**config.mk**
```make
export PLATFORM = sky130hd
export DESIGN_NAME = fifo_rptr_empty
export DESIGN_NICKNAME = d
export VERILOG_FILES = /design/src/rtl/fifo_rptr_empty.sv
export SDC_FILE = /design/constraint.sdc
export NUM_CORES = 1
export LEC_CHECK = 0
export ABC_AREA = 1
export CAP_MARGIN = 0
export CORE_MARGIN = 3
export CORE_UTILIZATION = 30
export CTS_BUF_LIST = sky130_fd_sc_hd__clkbuf_8
export CTS_CLUSTER_DIAMETER = 80
export DETAILED_ROUTE_END_ITERATION = 8
export SYNTH_ARGS = -nofsm -noshare
export SYNTH_HDL_FRONTEND = slang
export SYNTH_SLANG_ARGS = --single-unit
```
**constraint.sdc**
```tcl
create_clock -name r_clk -period 3 [get_ports r_clk]
set_clock_uncertainty 0.2 [all_clocks]
set_input_delay 0.75 -clock r_clk [delete_from_list [all_inputs] [get_ports r_clk]]
set_output_delay 0.75 -clock r_clk [all_outputs]
set_load 0.02 [all_outputs]
```
**src/rtl/fifo_rptr_empty.sv**
```systemverilog
// fifo_rptr_empty
// Read-side pointer and empty-flag controller for the dual-clock FIFO.
// Everything here is clocked by r_clk. The writer's Gray pointer is brought
// in through a flop chain. The block keeps a binary read pointer for the
// storage array and a Gray copy of it for the writer's full logic.
// It also produces empty, read-valid, occupancy and sticky underflow flags.
module fifo_rptr_empty #(
    parameter int unsigned ADDR_W      = 3,
    parameter int unsigned SYNC_STAGES = 2
) (
    input  logic              r_clk,
    input  logic              r_rst,
    input  logic              r_en,
    input  logic [ADDR_W:0]   g_wptr_async,
    output logic [ADDR_W:0]   b_rptr,
    output logic [ADDR_W:0]   g_rptr,
    output logic              empty,
    output logic              rd_valid,
    output logic [ADDR_W:0]   rd_level,
    output logic              underflow
);

    localparam int unsigned PW = ADDR_W + 1;

    // Each binary bit is the XOR of its Gray bit and every Gray bit above it.
    function automatic logic [PW-1:0] f_gray2bin(input logic [PW-1:0] g);
        logic [PW-1:0] b;
        b = '0;
        for (int unsigned i = 0; i < PW; i++) begin
            b[i] = ^(g >> i);
        end
        return b;
    endfunction

    logic [PW-1:0] r_wq [SYNC_STAGES];
    logic [PW-1:0] r_b_rptr;
    logic [PW-1:0] r_g_rptr;
    logic          r_empty;
    logic          r_rd_valid;
    logic [PW-1:0] r_rd_level;
    logic          r_underflow;

    logic          w_accept;
    logic [PW-1:0] w_wqs;
    logic [PW-1:0] w_wqs_bin;
    logic [PW-1:0] w_b_next;
    logic [PW-1:0] w_g_next;

    // Writer Gray pointer moves through SYNC_STAGES flops into r_clk.
    always_ff @(posedge r_clk) begin
        if (r_rst) begin
            for (int unsigned i = 0; i < SYNC_STAGES; i++) begin
                r_wq[i] <= '0;
            end
        end else begin
            r_wq[0] <= g_wptr_async;
            for (int unsigned i = 1; i < SYNC_STAGES; i++) begin
                r_wq[i] <= r_wq[i-1];
            end
        end
    end

    // Next-pointer arithmetic. Empty is judged against the post-read pointer
    // so that the flag and the pointer update on the same edge.
    always_comb begin
        w_wqs     = r_wq[SYNC_STAGES-1];
        w_wqs_bin = f_gray2bin(w_wqs);
        w_accept  = r_en & ~r_empty;
        w_b_next  = r_b_rptr + PW'(w_accept);
        w_g_next  = w_b_next ^ (w_b_next >> 1);
    end

    // Pointer, flag and occupancy registers.
    always_ff @(posedge r_clk) begin
        if (r_rst) begin
            r_b_rptr    <= '0;
            r_g_rptr    <= '0;
            r_empty     <= 1'b1;
            r_rd_valid  <= 1'b0;
            r_rd_level  <= '0;
            r_underflow <= 1'b0;
        end else begin
            r_b_rptr    <= w_b_next;
            r_g_rptr    <= w_g_next;
            r_empty     <= (w_g_next == w_wqs);
            r_rd_valid  <= w_accept;
            r_rd_level  <= w_wqs_bin - w_b_next;
            r_underflow <= r_underflow | (r_en & r_empty);
        end
    end

    assign b_rptr    = r_b_rptr;
    assign g_rptr    = r_g_rptr;
    assign empty     = r_empty;
    assign rd_valid  = r_rd_valid;
    assign rd_level  = r_rd_level;
    assign underflow = r_underflow;

endmodule

```
==> flow_summary_export.csv <==
group,metric,value,unit
pwr,leakage,0.600,nW
timing,fin_crit,2670,ps
place,dp_hpwl,1.40,mm
pwr,peakVddDrop,243,uV
place,pre_cts_slack,1.54,ps
routing,wl_met3,62,microns
pwr,p_comb_share,24.1,%
setup_path,cp_data_arrival_time,2630,ps
pwr,finalPower,666,uW
pwr,p_sw_share,27.7,%
pwr,clock_power_share,26.9,%
min_path,hold_depth,2,
setup_path,worst_ep_required_time,2950,ps
layout,fill_cells,319,
pwr,p_sw,185,uW
global_routing,grt_pass1_vias,750,
synth,ys_warn_count,0,
floorplan,pin_count,22,
setup_path,cpLargestDelayFamily,"buffers and inverters",
setup_path,endpoint_kind,"flop",
synth,synth_cell_type_count,19,
routing,wl_met2,819,microns
synth,seq_area_frac_synth,44.8,%
setup_path,timing.rr.start,"empty$_SDFF_PP1_",
clock_tree,cts.sinks,22,
routing,wl_met1,827,microns
clock_tree,cts_hold_buf,0,
setup_path,rr_worst_depth,11,
routing,drt_pass1_iterations,4,
routing,ant_nets,0,
clock_tree,cts_tree,"done",
timing,setup_slack,326,ps
timing,worst_pin_slew,408,ps
place,place_area,1250,sq um
setup_path,cp_slowest_cell,"clkdlybuf4s50_1",
clock_tree,h-tree-depth,1,
routing,wl,1.74,mm
layout,layout.cells.non_filler,199,
place,dp_cells,196,
setup_path,max_stage_delay,480,ps
timing,rsz0062_at_grt,"no",
floorplan,core-area,3080,sq um
synth,syn_area_per_cell,7.44,sq um
min_path,hold_start,"r_wq[0][1]$_SDFF_PP0_",
timing,slew_headroom,72.7,%
setup_path,startpoint_type,"primary input",
layout,final_layout_size_suffix_gt1_share,11.6,%
setup_path,path_buf_inv,5,
global_routing,antenna_found_initial,0,
routing,vias,770,
timing,drv_slew,0,
global_routing,grt_overflow,0,
clock_tree,clkLatencyLatePin,260,ps
layout,stdcell_area,1290,sq um
pwr,p_seq_share,49.1,%
routing,top_layer,"met4",
pwr,power_density,517,nW/um^2
floorplan,fp.dieW,63.2,microns
layout,seq_area,440,sq um
min_path,hold_end,"r_wq[0][5]$_SDFF_PP0_",
status,status,"complete, no violations",
routing,drt_iter0_drc,7,
pwr,cellInternalPower,481,uW
timing,fin_tns_setup,0,ps
clock_tree,cts_setup_buffers,0,
floorplan,placementRows,20,
timing,finalCritPeriodShare,89.1,%
synth,synth_area,982,sq um
setup_path,worst-path-max-fanout,4,
layout,multi_input_area,437,sq um
synth,synth_fp_nets,143,
global_routing,grt_max_degree,12,
timing,hold_viol,0,
clock_tree,cts-root-buf,"clkbuf_8",
global_routing,grt_pass1_wl,3.15,mm
layout,antenna_cells,0,
floorplan,start_util,31.9,%
layout,nNetsFinal,168,
setup_path,crit_type,"primary input to flop",
floorplan,die_y,63.2,microns
place,place_congestion,0.811,
setup_path,cp_common_cell,"inv_1",
routing,wire_per_inst,8.73,microns
flow_run,maxCapViolCount,0,
layout,areaGrowthSynthToFinish,31.2,%
clock_tree,cts-resized-gates,0,
global_routing,grt_use_total,9.76,%
place,port_buffers,21,
synth,syn_inst,132,
floorplan,dieArea,4000,sq um
clock_tree,cts_max_path_buffers,2,
setup_path,worst-r2r-setup-slack,960,ps
clock_tree,clk_pin_slew,70,ps
setup_path,crit_chain,"clkdlybuf4s50_1, inv_1, nor2_1, ha_1, ha_1, inv_1, nand3_2, nand2_1, inv_1, ha_1, inv_1, and3_1, nor3_1",
clock_tree,cts_buffers,3,
timing,setup_viol,0,
routing,via_per_inst,3.87,
routing,drc,0,
min_path,hold_path_class,"flop to flop",
setup_path,r2r_end,"rd_level[2]$_SDFF_PP0_",
timing,max_freq,374,MHz
synth,ys_ff_latch,22,
-- per-stage QoR --
stage,util [%],hold slack (ps)
after CTS,41.9,208
final,41.9,206
after detailed placement,40.5,196
after global routing,41.9,229
after global placement,40.5,190
after floorplan,-,188
-- tightest hold or removal path, cell delays in order (launching register included) --
cell	delay, ps
dfxtp_1	300
inv_1	40
nor2_1	30
-- synth_stat cells, drive strengths merged --
cell type	count	area, sq um
nand2	34	158
ha	4	50.1
inv	24	90.1
a21oi	4	20.0
xor2	4	35.0
xnor2	2	17.5
and3	1	6.26
nand4	1	6.26
nor3	2	10.0
buf	1	7.51
nand3	8	45.0
nor2	23	88.8
clkbuf	2	7.51
dfxtp	22	440
-- cell usage in the layout, fill, tap and decap left out, drive strengths merged --
cell / synthesis / final
a21oi: 4 / 4
and3: 1 / 1
buf: 1 / 2
clkbuf: 2 / 3
clkdlybuf4s50: 0 / 21
dfxtp: 22 / 22
ha: 4 / 4
inv: 24 / 24
nand2: 34 / 34
nand3: 8 / 8
nand4: 1 / 1
nor2: 23 / 23
nor3: 2 / 2
xnor2: 2 / 2
xor2: 4 / 4
-- routing by layer --
layer | track usage [%] | up-vias
li1 | - | 438
met5 | 0 | -
met3 | 2.14 | 2
met4 | 4.04 | 0
met2 | 16.3 | 16
met1 | 12.1 | 314
-- final cells by class --
cell class	count	share of cell area [%]
Sequential cell	22	34.2
Multi-Input combinational cell	83	33.9
Timing Repair Buffer	23	17.5
Inverter	24	6.99
Tap cell	44	4.27
Clock buffer	3	3.20
-- worst max path at each step --
stage | slack [ps] | endpoint | startpoint | cells after the start
detailed placement | 2 | rd_level[2]$_SDFF_PP0_ | r_en | 13
global route | 110 | rd_level[2]$_SDFF_PP0_ | r_en | 13
global placement | 50 | empty$_SDFF_PP1_ | r_en | 11
floorplan | 580 | rd_level[2]$_SDFF_PP0_ | r_en | 12
CTS | 300 | rd_level[2]$_SDFF_PP0_ | r_en | 13
finish | 330 | rd_level[2]$_SDFF_PP0_ | r_en | 13
-- registers in the layout, indices dropped and copies added, names as in the netlist --
register	count
empty	1
r_wq	8
g_rptr	3
rd_level	4
underflow	1
rd_valid	1
b_rptr	4
-- cells by family after synthesis --
kind of cell             share of synthesized area [%]
adder cells (fa/ha/maj)                           5.10
AND/OR/NAND/NOR                                   32.0
flip-flops                                        44.8
AO/OA/AOI/OAI                                     2.04
buffers and inverters                             10.7
XOR/XNOR                                          5.35
-- power by group through the flow --
stage          Combinational, mW  Clock [mW]  Sequential [mW]
6_report                   0.160       0.179            0.327
5_1_grt                    0.181       0.195            0.331
4_1_cts                    0.163       0.187            0.327
3_5_place_dp               0.162           0            0.334
3_3_place_gp               0.162           0            0.334
2_1_floorplan             0.0753           0            0.357
Power figures use the tool's default switching activity.
